## src/rtl/mem_stage.sv

```systemverilog
// -----------------------------------------------------------------------------
// mem_stage -- memory-access pipeline stage between execute and writeback.
//
// Takes the execute payload, picks either the synchronous data SRAM read data
// (for loads) or the ALU result, and offers the result to writeback and to
// decode for hazard detection and bypass. SRAM read data is only valid in
// the cycle after the address was issued, so a stalled load copies it into
// hold_data and keeps using that copy until the instruction leaves.
//
// Optional feature: define MEM_FWD_EN to carry final_result on mem_to_id_bus
// so decode can bypass from this stage. Without it that field reads zero and
// decode can use the bus only for hazard stalls.
//
// Ports:
//   clk              in   clock, all state updates on the rising edge
//   resetn           in   asynchronous active-low reset
//   mem_allowin      out  stage can accept from execute this cycle
//   ex_to_mem_valid  in   execute presents a valid instruction
//   ex_to_mem_bus    in   {pc, res_from_mem, rf_we, rf_waddr, alu_result, rkd_value}
//   wb_allowin       in   writeback can accept this cycle
//   mem_to_wb_valid  out  valid instruction offered to writeback
//   mem_to_wb_bus    out  {pc, rf_we, rf_waddr, final_result}
//   mem_to_id_bus    out  {rf_we, rf_waddr, final_result or zero}
//   data_sram_rdata  in   SRAM read data for the address issued last cycle
// -----------------------------------------------------------------------------
module mem_stage #(
  parameter int EX_BUS_W  = 103,
  parameter int WB_BUS_W  = 70,
  parameter int FWD_BUS_W = 38
) (
  input  logic                 clk,
  input  logic                 resetn,
  output logic                 mem_allowin,
  input  logic                 ex_to_mem_valid,
  input  logic [EX_BUS_W-1:0]  ex_to_mem_bus,
  input  logic                 wb_allowin,
  output logic                 mem_to_wb_valid,
  output logic [WB_BUS_W-1:0]  mem_to_wb_bus,
  output logic [FWD_BUS_W-1:0] mem_to_id_bus,
  input  logic [31:0]          data_sram_rdata
);

  logic                mem_valid;
  logic [EX_BUS_W-1:0] payload;
  logic                mem_first;
  logic [31:0]         hold_data;
  logic                hold_valid;

  logic [31:0] pc;
  logic        res_from_mem;
  logic        rf_we;
  logic [4:0]  rf_waddr;
  logic [31:0] alu_result;
  logic [31:0] rkd_value;
  logic        rf_we_qual;
  logic [31:0] load_data;
  logic [31:0] final_result;
  logic        accept;
  logic        leave;
  logic        capture;
  logic        unused_rkd;

  assign pc           = payload[102:71];
  assign res_from_mem = payload[70];
  assign rf_we        = payload[69];
  assign rf_waddr     = payload[68:64];
  assign alu_result   = payload[63:32];
  assign rkd_value    = payload[31:0];

  // rkd_value rides along for a future sub-word store/load extension.
  assign unused_rkd = ^rkd_value;

  // This stage never needs more than one cycle, so ready_go is constant 1.
  assign mem_allowin     = ~mem_valid | wb_allowin;
  assign mem_to_wb_valid = mem_valid;

  assign accept  = ex_to_mem_valid & mem_allowin;
  assign leave   = mem_valid & wb_allowin;
  // Only the first cycle's SRAM data belongs to this load; save it if we stall.
  assign capture = mem_valid & mem_first & res_from_mem & ~wb_allowin;

  // Result select: saved load data wins over live SRAM data once captured.
  always_comb begin
    load_data    = data_sram_rdata;
    final_result = alu_result;
    if (hold_valid) begin
      load_data = hold_data;
    end else begin
      load_data = data_sram_rdata;
    end
    if (res_from_mem) begin
      final_result = load_data;
    end else begin
      final_result = alu_result;
    end
  end

  // Bubbles must never look like a register write to decode or writeback.
  assign rf_we_qual    = mem_valid & rf_we;
  assign mem_to_wb_bus = {pc, rf_we_qual, rf_waddr, final_result};

`ifdef MEM_FWD_EN
  assign mem_to_id_bus = {rf_we_qual, rf_waddr, final_result};
`else
  assign mem_to_id_bus = {rf_we_qual, rf_waddr, 32'h0000_0000};
`endif

  // Pipeline valid/payload handshake plus load-data hold buffer.
  always_ff @(posedge clk or negedge resetn) begin
    if (!resetn) begin
      mem_valid  <= 1'b0;
      payload    <= {EX_BUS_W{1'b0}};
      mem_first  <= 1'b0;
      hold_data  <= 32'h0000_0000;
      hold_valid <= 1'b0;
    end else begin
      if (mem_allowin) begin
        mem_valid <= ex_to_mem_valid;
      end
      if (accept) begin
        payload <= ex_to_mem_bus;
      end
      mem_first <= accept;
      // capture implies ~wb_allowin, hence neither accept nor leave.
      if (accept || leave) begin
        hold_valid <= 1'b0;
      end else if (capture) begin
        hold_data  <= data_sram_rdata;
        hold_valid <= 1'b1;
      end
    end
  end

endmodule

```

## config.mk

```make
export PLATFORM = sky130hd
export DESIGN_NAME = mem_stage
export DESIGN_NICKNAME = d
export VERILOG_FILES = /design/src/rtl/mem_stage.sv
export SDC_FILE = /design/constraint.sdc
export NUM_CORES = 1
export LEC_CHECK = 0
export BUFFER_PORTS_ARGS = -buffer_cell sky130_fd_sc_hd__buf_2
export CORE_MARGIN = 3
export CORE_UTILIZATION = 50
export CTS_CLUSTER_SIZE = 12
export DETAILED_ROUTE_END_ITERATION = 10
export GPL_TIMING_DRIVEN = 0
export HOLD_SLACK_MARGIN = 0.02
export PLACE_DENSITY_LB_ADDON = 0.3
export SYNTH_ARGS = -nofsm -noshare
export SYNTH_HDL_FRONTEND = slang
export SYNTH_SLANG_ARGS = --single-unit
export TNS_END_PERCENT = 50
```

## constraint.sdc

```tcl
create_clock -name clk -period 2.8 [get_ports clk]
set_clock_uncertainty 0.15 [all_clocks]
set_input_delay 0.42 -clock clk [delete_from_list [all_inputs] [get_ports clk]]
set_output_delay 0.42 -clock clk [all_outputs]
set_load 0.05 [all_outputs]
```

# --- After elaboration in Yosys (flattened, before gate mapping) ---
# Cells that the tools add are included.
op_classes:
  n_addsub: 0
  n_mul: 0
  n_div: 0
  n_lt_le_gt_ge: 0
  eq_ne: 0
  shifts: 0
  n_mux: 4
  n_bitwise: 10
  n_reduce_logical: 3
op_table:
  columns: ["op", "count"]
  rows:
  - ["32-bit 2-to-1 mux", 2]
  - ["1-bit bitwise AND", 6]
  - ["1-bit NOT", 3]
  - ["1-bit 2-to-1 mux", 2]
  - ["2-bit AND reduction", 1]
  - ["2-bit nonzero test", 1]
  - ["1-bit logical OR", 1]
  - ["1-bit bitwise OR", 1]
totals:
  ff_bits: 138
  latchBits: 0
  mem_bits_rw: 0
  rom_bits: 0
  inputBits: 139
  output_inout_bits: 110
  word_cells: 22
  memories: 0

# --- Longest topological paths before layout ---
# Gate-level depths: netlist of run 1.
depth:
  depth_word: 6
  depth_mapped: 5
  ltp_nobuf: 4

# --- Worst setup path before layout of run 1 ---
# No wires, ideal clock.
synth_path:
  path_kind: "reg2out"
  startpoint: "reg payload[70]"
  endpoint: "out mem_to_wb_bus[12]"
  arrival_time_ns: 1.693
  t_required_ns: 2.230
  slack_ns: 0.537
  stages_incl_launch_ff: 5
  n_path_buf: 2
  path_cell_list: "dfrtp_1 buf_2 buf_1 nor2_1 a21oi_1"
synth_between:
  elab_chain_len: 1
synth_lines:
  columns: ["item", "line", "source"]
  rows:
  - ["start, declared", "44", "logic [EX_BUS_W-1:0] payload;"]
  - ["start signal, assigned", "112", "payload <= {EX_BUS_W{1'b0}};"]
  - ["start signal, assigned", "121", "payload <= ex_to_mem_bus;"]
  - ["32-bit 2-to-1 mux", "91", "if (res_from_mem) begin"]
  - ["end, declared", "38", "output logic [WB_BUS_W-1:0] mem_to_wb_bus,"]
# No other way between the ends.

# --- Worst setup path in the final report of run 1 ---
layout_path:
  startpoint: "reg payload[70]"
  endpoint: "out mem_to_wb_bus[24]"
# Same word-level chain as after synthesis.

==> summary.txt, run 1 <==
Outcome
  • Status: completed

Layout
  • Final Non-Filler Cells: 779
  • Design Area, Final: 0.006669 sq mm
  • Nets: 780
  • Layout cells sized above 1: 57.83%
  • Layout filler cell count: 797
  • Synthesis-to-layout area growth: 27.70%

Synthesis
  • Post-synth EDFFs: 0
  • Post-Synthesis Cells: 413
  • #FFs+latches synth: 106
  • Main synth FF type: dfrtp_1
  • Post-synthesis cell type count: 21
  • Post-Syn Area per Cell: 12.65 sq um
  • Async S/R FF share, synth: 100.0%
  • Post-Syn Area: 0.005223 sq mm
  • Ys Warns: 0
  • Sequential share of the synthesized area: 50.79%

Route
  • DRC: 0
  • Routed wire per std cell: 14.41 um
  • Via density: 4.657
  • DRT iter0 DRCs: 112
  • Post-route ant nets: 0
  • Routed wire length: 11220 um
  • Drt pass-1 iters: 6
  • Total number of vias: 3628

CTS
  • Clk Latency, worst-skew pair: 0.35 ns
  • CTS tree: built
  • CTS root buffer: clkbuf_8
  • Clock Sinks: 106
  • H-tree depth: 3
  • Reg clk slew, reported paths: 0.09 ns
  • CTS Buf Count: 9
  • Max clock buf depth: 2

Power and ir drop
  • Psw: 1837 uW
  • Comb pwr share: 38.2%
  • Peak VDD IR: 0.4179 mV
  • Power share of the sequential group: 41.3%
  • Internal power component: 3006 uW
  • Sw Share: 37.93%
  • Clock network fraction of design power: 20.4%
  • LEAKAGE: 0.003334 uW
  • Power per cell area: 726.3 mW/mm^2

Global routing
  • Global-route wire length before repair: 17630 um
  • Initial antenna violation count: 0
  • GR Overflow Total: 0
  • Vias in the first global route: 3772
  • GRT Total Usage: 19.27%
  • Largest net degree at the start of global routing: 58

Place
  • Post-placement cell area: 0.006456 sq mm
  • Buffers on Ports: 184
  • # placed instances: 762
  • DP HPWL: 8773 um
  • GPL Wtd Cong: 0.7720

Worst setup path
  • Slowest cell delay on critical path: 0.43 ns
  • CP Data Required Time: 2.23 ns
  • Slowest stage cell, crit path: buf_1
  • Crit. End Element: output port
  • Worst path arrival time: 1.96 ns
  • Buffers and inverters on the worst path: 3
  • CP Cell Sequence: buf_2 -> buf_1 -> nor2_1 -> a21oi_1 -> buf_2
  • Top delay family on crit path: buffers and inverters
  • CP Max Fanout: 10
  • Critical path class: reg2out
  • CP startpoint kind: flip-flop
  • Most Frequent Cell on Critical Path: buf_2

Floorplanning
  • Die area: 0.01171 sq mm
  • Initial core utilization: 52.46%
  • Core area: 0.009955 sq mm
  • Die H: 108.2 um
  • Die W: 108.2 um
  • Row Count: 36
  • IO Count: 249

STA
  • Final critical-path required period: 2.535 ns
  • Final Hold Vio Count: 0
  • RSZ-0062 raised after global routing: false
  • Final setup TNS: 0 ns
  • Max Clk Rate: 394.5 MHz
  • Worst slew pin tran: 0.6610 ns
  • # setup viols final: 0
  • Max Transition Viols Final: 0
  • Final worst-path cycle share: 90.53%
  • Worst slew margin: 55.93%

Flow run
  • Max-cap violations: 0

Min path
  • Hold Crit Class: in2reg
layout make-up:
type / count / area (sq um) / share of cell area [%]
Antenna cell: 1 / 2.502 / 0.03752
Tap cell: 133 / 166.4 / 2.495
Inverter: 2 / 7.507 / 0.1126
Multi-Input combinational cell: 239 / 1948 / 29.21
Sequential cell: 106 / 2653 / 39.77
Clock inverter: 3 / 65.06 / 0.9756
Buffer: 97 / 730.7 / 10.96
Clock buffer: 12 / 135.1 / 2.026
Timing Repair Buffer: 186 / 960.9 / 14.41
registers in the layout (all words and copies together), names as in the netlist:
signal           flops
hold_data           32
payload             71
mem_to_wb_valid      1
mem_first            1
hold_valid           1
path summary, 6_finish.rpt:
kind / from / endpoint / depth (start not counted) / slack (ns)
max: payload[70]$_DFFE_PN0P_ / mem_to_wb_bus[24] / 5 / 0.27
min: ex_to_mem_bus[60] / payload[60]$_DFFE_PN0P_ / 2 / 0.12
max reg2reg: mem_to_wb_valid$_DFFE_PN0P_ / payload[75]$_DFFE_PN0P_ / 5 / 1.11
min reg2reg: payload[82]$_DFFE_PN0P_ / payload[82]$_DFFE_PN0P_ / 1 / 0.35
max in group asynchronous: resetn / hold_data[14]$_DFFE_PN0P_ / 3 / 1.32
min in group asynchronous: resetn / payload[90]$_DFFE_PN0P_ / 2 / 0.48
routing by layer:
layer	global-route usage (%)	vias to the layer above	share of wire [%]
met5	0	-	0
met4	6.492	0	1.2
met3	5.373	13	9.0
met2	35.17	145	52
met1	21.61	1718	38
li1	-	1752	-
metrics by stage:
stage / hold slack [ns] / power (uW) / utilization [%] / setup slack [ns]
floorplan: -0.02559 / 3466 / - / 0.5373
global placement: 0.3246 / 3835 / 64.56 / 0.02548
detailed placement: 0.3335 / 3903 / 64.86 / 0.6086
CTS: 0.1080 / 4892 / 66.97 / 0.1993
global route: 0.1125 / 5088 / 66.97 / 0.07205
finish: 0.1246 / 4843 / 66.99 / 0.2652
cell families (layout without fill, tap and decap cells):
group	Yosys count	count (layout)	share of synthesized area, %
AOI/OAI and AO/OA	33	33	3.162
DFF	106	106	50.79
other	1	33	0.07180
muxes	135	135	28.34
buffers and inverters	99	300	14.13
and+or+nand+nor	39	39	3.498
worst register-to-register path: cells and delay by family (launching register included):
family	cells	cell delay, ns
muxes	1	0.35
and+or+nand+nor	2	0.40
buffers and inverters	2	0.27
DFF	1	0.42
cell usage in the layout, fill, tap and decap left out, types with 5 or more instances in the layout:
cell type	synthesis	routed
buf_2	5	188
dfrtp_1	106	106
mux2_2	81	81
buf_4	76	77
nor2_1	33	33
mux2i_1	32	32
a21oi_1	32	32
conb_1	1	32
mux2_1	22	22
buf_6	10	10
clkbuf_8	0	9
buf_1	5	5
repair_timing:
| action | 4_1_cts | 5_1_grt |
|---|---|---|
| hold buffers | 1 | 0 |
| endpoints found under the hold margin | 49 | 0 |
| resized for setup | 0 | 0 |
| setup buffers | 0 | 0 |
synth_stat cells (5+ instances only):
cell type,n,share of area (%)
mux2_1,22,4.7
dfrtp_1,106,51
buf_4,76,11
mux2_2,81,17
buf_2,5,0.48
buf_1,5,0.36
mux2i_1,32,6.1
nor2_1,33,2.4
a21oi_1,32,3.1
buf_6,10,2.2
power by group through the flow:
stage / clock (uW) / combinational (uW) / sequential (uW)
after floorplan: 0 / 1480 / 1990
after global placement: 0 / 1830 / 2010
after detailed placement: 0 / 1870 / 2040
after CTS: 1020 / 1870 / 2000
after global routing: 1080 / 1970 / 2040
final: 989 / 1850 / 2000
No activity file was read; power rests on OpenSTA's default activity.
==> inputs of run 2 (changes only) <==
--- a/config.mk
+++ b/config.mk
@@ -7,7 +7,8 @@
 export LEC_CHECK = 0
 export BUFFER_PORTS_ARGS = -buffer_cell sky130_fd_sc_hd__buf_2
 export CORE_MARGIN = 3
-export CORE_UTILIZATION = 50
+export CORE_UTILIZATION = 52
+export CTS_BUF_LIST = sky130_fd_sc_hd__clkbuf_8
 export CTS_CLUSTER_SIZE = 12
 export DETAILED_ROUTE_END_ITERATION = 10
 export GPL_TIMING_DRIVEN = 0
==> run 2 against run 1 <==
Die area down 3.6%. Core utilization rose by 3.3 points. Clock power is 0.8% higher. First-iteration DRC count down 14%. Final area is 0.11% higher. Worst setup slack got worse by 0.021 ns. Critical path depth did not move. Worst hold slack got worse by 0.0041 ns. Wire length up 3.1%. Non-clock buffer count did not move.
==> summary.txt, run 2 (synthesis gave the netlist of run 1 again) <==
Outcome
  • Status: completed

Layout
  • Reg area: 0.002653 sq mm (unchanged)
  • Multi-input gate area: 0.001948 sq mm (unchanged)
  • Max reg flops: 71 (unchanged)
  • Most frequent cells in the layout: buf_2, dfrtp_1, mux2_2, buf_4, nor2_1
  • Layout filler cell count: 728 (-8.7%)
  • Design Area, Final: 0.006676 sq mm (+0.11%)
  • Final core utilization: 70.26% (+3.3 points)
  • Synthesis-to-layout area growth: 27.84%
  • Diodes inserted: 0 (-1)
  • Nets: 780 (unchanged)
  • Largest regs: payload: 71 flops, hold_data: 32 flops
  • Layout cells sized above 1: 58.20% (+0.37 points)
  • Commonest non-fill, non-tap cell in the layout: buf_2
  • Biggest register: payload

Floorplanning
  • Row Count: 35 (-2.8%)
  • Die area: 0.01128 sq mm (-3.6%)
  • Core area: 0.009503 sq mm (-4.5%)
  • Die W: 106.2 um (-1.8%)
  • Die H: 106.2 um (-1.8%)
  • Initial core utilization: 54.96% (+2.5 points)
  • IO Count: 249 (unchanged)

Worst setup path
  • CP Max Fanout: 10 (unchanged)
  • Slowest stage cell, crit path: dfrtp_1
  • CP Cell Sequence: buf_2 -> buf_1 -> nor2_1 -> a21oi_1 -> buf_2
  • Flop2flop setup slack: 1.11 ns (about the same)
  • Slowest cell delay on critical path: 0.42 ns (about the same)
  • CP startpoint kind: flip-flop
  • CP Data Required Time: 2.23 ns (about the same)
  • Crit. End Element: output port
  • Worst path arrival time: 1.99 ns (+0.03 ns)
  • Critical path class: reg2out
  • Most Frequent Cell on Critical Path: buf_2

STA
  • RSZ-0062 raised after global routing: false
  • Worst slew margin: 53.69% (-2.2 points)
  • Final Hold Vio Count: 0 (unchanged)
  • Final setup TNS: 0 ns (unchanged)
  • Max Clk Rate: 391.2 MHz (-0.84%)
  • Final worst-path cycle share: 91.30% (+0.77 points)
  • # setup viols final: 0 (unchanged)
  • Final critical-path required period: 2.556 ns (+0.02146 ns)
  • Final hold slack: 0.1205 ns (-0.004095 ns)
  • Worst slew pin tran: 0.6947 ns (+0.03368 ns)
  • Max Transition Viols Final: 0 (unchanged)

CTS
  • Reg clk slew, reported paths: 0.10 ns (about the same)
  • CTS Buf Count: 9 (unchanged)
  • Clock Sinks: 106 (unchanged)
  • H-tree depth: 3 (unchanged)
  • Clk Latency, worst-skew pair: 0.34 ns (about the same)
  • CTS root buffer: clkbuf_8
  • Max clock buf depth: 2 (unchanged)
  • CTS tree: built

Power and ir drop
  • Power per cell area: 727.5 mW/mm^2 (+0.17%)
  • Peak VDD IR: 0.3862 mV (-7.6%)
  • Sw Share: 38.39% (+0.46 points)
  • Clock network fraction of design power: 20.5% (about the same)
  • Comb pwr share: 38.3% (about the same)
  • Total design power: 4857 uW (+0.29%)
  • LEAKAGE: 0.003344 uW (+0.29%)
  • Psw: 1865 uW (+1.5%)
  • Internal power component: 2992 uW (-0.45%)
  • Power share of the sequential group: 41.2% (about the same)

Place
  • DP HPWL: 8985 um (+2.4%)
  • Post-placement cell area: 0.006451 sq mm (about the same)
  • GPL Wtd Cong: 0.7331 (-5.0%)
  • Buffers on Ports: 184 (unchanged)

Global routing
  • Initial antenna violation count: 0 (unchanged)
  • Vias in the first global route: 3845 (+1.9%)
  • Global-route wire length before repair: 18690 um (+6.0%)
  • GR Overflow Total: 0 (unchanged)
  • Largest net degree at the start of global routing: 56 (-3.4%)
  • GRT Total Usage: 20.89% (+1.6 points)

Route
  • Routed wire per std cell: 14.93 um (+3.6%)
  • Total number of vias: 3633 (+0.14%)
  • Via density: 4.688 (+0.65%)
  • Drt pass-1 iters: 4 (-2)
  • DRC: 0 (unchanged)
  • Post-route ant nets: 0 (unchanged)
  • Routed wire length: 11570 um (+3.1%)
  • DRT iter0 DRCs: 96 (-14%)

Min path
  • Hold Crit Class: in2reg

Flow run
  • Max-cap violations: 0 (unchanged)
run 2: cell count changes in the layout (fill, tap and decap cells not counted):
cell,before,now
clkbuf_1,4,1
clkbuf_8,9,12
bufinv_16,2,1
clkinv_2,1,0
clkinv_4,0,1
clkinvlp_4,0,1
diode_2,1,0
inv_1,1,2
run 2: repair_timing:
| item | CTS | global route |
|---|---|---|
| buffers inserted | 0 | 0 |
| gates resized for setup | 0 | 0 |
| setup endpoints to repair | 0 | 0 |
| hold endpoints to repair | 51 | 0 |
| hold buffers | 1 | 0 |
run 2: layout make-up:
type / instances / area share (%)
flip-flops and latches: 106 / 39.73
multi-input cells: 239 / 29.18
repair buffers: 186 / 14.39
plain buffers: 97 / 10.94
clock buffers: 12 / 2.474
well taps: 129 / 2.418
clock inverters: 4 / 0.7496
inverters: 2 / 0.1124
run 2: power groups by stage:
stage          clock [uW]  combinational, uW  sequential [uW]
3_5_place_dp            0               1870             2030
5_1_grt              1090               1980             2040
4_1_cts              1020               1880             2000
6_report              997               1860             2000
3_3_place_gp            0               1830             2010
2_1_floorplan           0               1480             1990
run 2: layer usage:
metal,global-route usage [%],vias up,part of all wire (%)
li1,-,1756,-
met1,24.20,1720,40
met2,37.06,147,50
met3,6.861,10,9.2
met4,5.643,0,1.0
met5,0,-,0
run 2: worst max-delay path: cells and delay by family, from the launching register on:
family	cells	cell delay, ns
AND/OR/NAND/NOR	1	0.12
flip-flops	1	0.42
buffers and inverters	3	0.96
AO/OA/AOI/OAI	1	0.15
run 2: path summary, 6_finish.rpt:
kind / from / endpoint / cells after the start
setup / recovery: payload[70]$_DFFE_PN0P_ / mem_to_wb_bus[23] / 5
min in group asynchronous: resetn / hold_data[18]$_DFFE_PN0P_ / 2
setup reg to reg: mem_to_wb_valid$_DFFE_PN0P_ / payload[70]$_DFFE_PN0P_ / 5
hold / removal: ex_to_mem_bus[67] / payload[67]$_DFFE_PN0P_ / 2
hold reg to reg: payload[44]$_DFFE_PN0P_ / payload[44]$_DFFE_PN0P_ / 1
max in group asynchronous: resetn / hold_data[1]$_DFFE_PN0P_ / 3
run 2: stage by stage:
| stage | worst slack [ns] | instances |
|---|---|---|
| after floorplan | 0.5373 | 444 |
| after global placement | 0.01419 | 757 |
| after detailed placement | 0.6151 | 758 |
| after CTS | 0.2197 | 775 |
| after global routing | 0.1019 | 775 |
| final | 0.2437 | 775 |
==> inputs of run 3 (changes only) <==
--- a/config.mk
+++ b/config.mk
@@ -7,13 +7,14 @@
 export LEC_CHECK = 0
 export BUFFER_PORTS_ARGS = -buffer_cell sky130_fd_sc_hd__buf_2
 export CORE_MARGIN = 3
-export CORE_UTILIZATION = 52
+export CORE_UTILIZATION = 48
 export CTS_BUF_LIST = sky130_fd_sc_hd__clkbuf_8
 export CTS_CLUSTER_SIZE = 12
 export DETAILED_ROUTE_END_ITERATION = 10
 export GPL_TIMING_DRIVEN = 0
 export HOLD_SLACK_MARGIN = 0.02
 export PLACE_DENSITY_LB_ADDON = 0.3
+export SKIP_CTS_REPAIR_TIMING = 1
 export SYNTH_ARGS = -nofsm -noshare
 export SYNTH_HDL_FRONTEND = slang
 export SYNTH_SLANG_ARGS = --single-unit
==> constraint.sdc (replaced) <==
create_clock -name clk -period 2.59 [get_ports clk]
set_clock_uncertainty 0.15 [all_clocks]
set_input_delay 0.3885 -clock clk [delete_from_list [all_inputs] [get_ports clk]]
set_output_delay 0.3885 -clock clk [all_outputs]
set_load 0.05 [all_outputs]
==> run 3 against run 2 <==
Global-route usage decreased by 3.1 points. Sequential cell count unchanged. Wire length decreased by 4.0%. Worst hold slack got worse by 0.035 ns. Core utilization decreased by 6.4 points. Die area increased by 7.9%. Critical path depth decreased by 1. Worst setup slack got worse by 0.073 ns. Sequential share of layout area unchanged. Clock power increased by 4%. Critical path type unchanged. Critical endpoint is now mem_to_wb_bus[29].
==> summary.txt, run 3 (synthesis gave the netlist of run 1 again) <==
Route
  • DRT iter0 DRCs: 92 (-4.2%)
  • Routed wire length: 11100 um (-4.0%)
  • Drt pass-1 iters: 4 (unchanged)
  • DRC: 0 (unchanged)
  • Post-route ant nets: 0 (unchanged)
  • Via density: 4.663 (-0.52%)
  • Routed wire per std cell: 14.22 um (-4.8%)
  • Total number of vias: 3642 (+0.25%)

STA
  • # setup viols final: 0 (unchanged)
  • Max Transition Viols Final: 0 (unchanged)
  • Final worst-path cycle share: 93.40%
  • Final hold slack: 0.08530 ns (-0.03519 ns)
  • Worst slew margin: 61.44% (+7.8 points)
  • Final critical-path required period: 2.419 ns
  • RSZ-0062 raised after global routing: false
  • Final Hold Vio Count: 0 (unchanged)
  • Worst slew pin tran: 0.5784 ns (-0.1163 ns)
  • Max Clk Rate: 413.4 MHz

Flow run
  • Max-cap violations: 0 (unchanged)

CTS
  • Reg clk slew, reported paths: 0.10 ns (about the same)
  • CTS tree: built
  • Max clock buf depth: 2 (unchanged)
  • CTS Buf Count: 9 (unchanged)
  • Clock Sinks: 106 (unchanged)
  • Clk Latency, worst-skew pair: 0.35 ns (about the same)
  • H-tree depth: 3 (unchanged)
  • CTS root buffer: clkbuf_8

Global routing
  • GR Overflow Total: 0 (unchanged)
  • Vias in the first global route: 3505 (-8.8%)
  • Initial antenna violation count: 0 (unchanged)
  • Global-route wire length before repair: 16660 um (-11%)
  • GRT Total Usage: 17.78% (-3.1 points)
  • Largest net degree at the start of global routing: 66 (+18%)

Worst setup path
  • CP Max Fanout: 10 (unchanged)
  • Slowest cell delay on critical path: 0.48 ns (+0.06 ns)
  • Buffers and inverters on the worst path: 3 (unchanged)
  • CP Launch Point: payload[70]$_DFFE_PN0P_
  • Crit. End Element: output port
  • CP Data Required Time: 2.05 ns (-0.18 ns)
  • Slowest stage cell, crit path: buf_1
  • Most Frequent Cell on Critical Path: buf_2
  • Top delay family on crit path: buffers and inverters
  • Worst path arrival time: 1.88 ns (-0.11 ns)
  • CP startpoint kind: flip-flop
  • CP Cell Sequence: buf_2 -> buf_1 -> a21oi_1 -> buf_2
  • Critical path class: reg2out
  • FF-to-FF Start: mem_to_wb_valid$_DFFE_PN0P_

Layout
  • Most frequent cells in the layout: buf_2, dfrtp_1, mux2_2, buf_4, nor2_1
  • Layout cells sized above 1: 58.45% (+0.25 points)
  • Design Area, Final: 0.006676 sq mm (unchanged)
  • Diodes inserted: 0 (unchanged)
  • Max reg flops: 71 (unchanged)
  • Synthesis-to-layout area growth: 27.84% (unchanged)
  • Biggest register: payload
  • Multi-input gate area: 0.001948 sq mm (unchanged)
  • Layout filler cell count: 863 (+19%)
  • Commonest non-fill, non-tap cell in the layout: buf_2
  • Reg area: 0.002653 sq mm (unchanged)
  • Largest regs: payload: 71 flops, hold_data: 32 flops
  • Nets: 780 (unchanged)

Floorplanning
  • IO Count: 249 (unchanged)
  • Core area: 0.01046 sq mm (+10%)
  • Die H: 110.3 um (+3.9%)
  • Initial core utilization: 49.92% (-5.0 points)
  • Row Count: 37 (+5.7%)
  • Die area: 0.01217 sq mm (+7.9%)
  • Die W: 110.3 um (+3.9%)

Min path
  • Hold Crit Class: in2reg
  • Min-delay src: ex_to_mem_bus[82]

Place
  • Buffers on Ports: 184 (unchanged)
  • Post-placement cell area: 0.006460 sq mm (+0.14%)
  • GPL Wtd Cong: 0.7127 (-2.8%)
  • DP HPWL: 8537 um (-5.0%)

Power and ir drop
  • Power per cell area: 779.1 mW/mm^2 (+7.1%)
  • Total design power: 5202 uW (+7.1%)
  • LEAKAGE: 0.003349 uW (+0.17%)
  • Peak VDD IR: 0.4583 mV (+19%)

Outcome
  • Status: completed
run 3: worst reg2reg max path, stage by stage (launching register included):
cell and delay, ns:
dfrtp_1 0.43, nor2b_4 0.24, inv_2 0.08, nand2_4 0.17, buf_6 0.18, mux2_2 0.35
run 3: per-stage QoR:
stage | setup TNS (ns) | cells | worst slack (ns) | util, %
2_1_floorplan | 0 | 444 | 0.3588 | -
3_5_place_dp | 0 | 765 | 0.4337 | 61.74
5_1_grt | 0 | 781 | 0.006128 | 63.81
6_report | 0 | 781 | 0.1710 | 63.81
3_3_place_gp | -19.47 | 764 | -0.1881 | 61.46
4_1_cts | 0 | 780 | 0.02445 | 63.69
run 3: layout make-up:
class,count,share of cell area (%)
clock inverters,3,0.5810
plain buffers,97,10.98
inverters,2,0.1124
repair buffers,186,14.39
well taps,136,2.549
flip-flops and latches,106,39.73
multi-input cells,239,29.18
clock buffers,12,2.474
run 3: power by group:
part | internal [uW] | switching [uW]
Clock | 517 | 523
Sequential | 1990 | 167
Combinational | 720 | 1280
Total | 3230 | 1970
run 3: worst paths after layout:
path | to | slack, ns | cells past startpoint
worst max-delay path | mem_to_wb_bus[29] | 0.17 | 4
worst min-delay path | payload[82]$_DFFE_PN0P_ | 0.09 | 2
worst max register to register | payload[70]$_DFFE_PN0P_ | 0.89 | 5
worst min register to register | payload[38]$_DFFE_PN0P_ | 0.35 | 1
max in group asynchronous | mem_to_wb_valid$_DFFE_PN0P_ | 1.17 | 3
min in group asynchronous | hold_data[10]$_DFFE_PN0P_ | 0.42 | 2
run 3: routing by layer:
metal	vias up	track usage, %	part of all wire, %
li1	1751	-	-
met1	1740	22.50	41
met2	140	28.94	48
met3	11	5.300	9.4
met4	0	6.508	1.3
met5	-	0	0
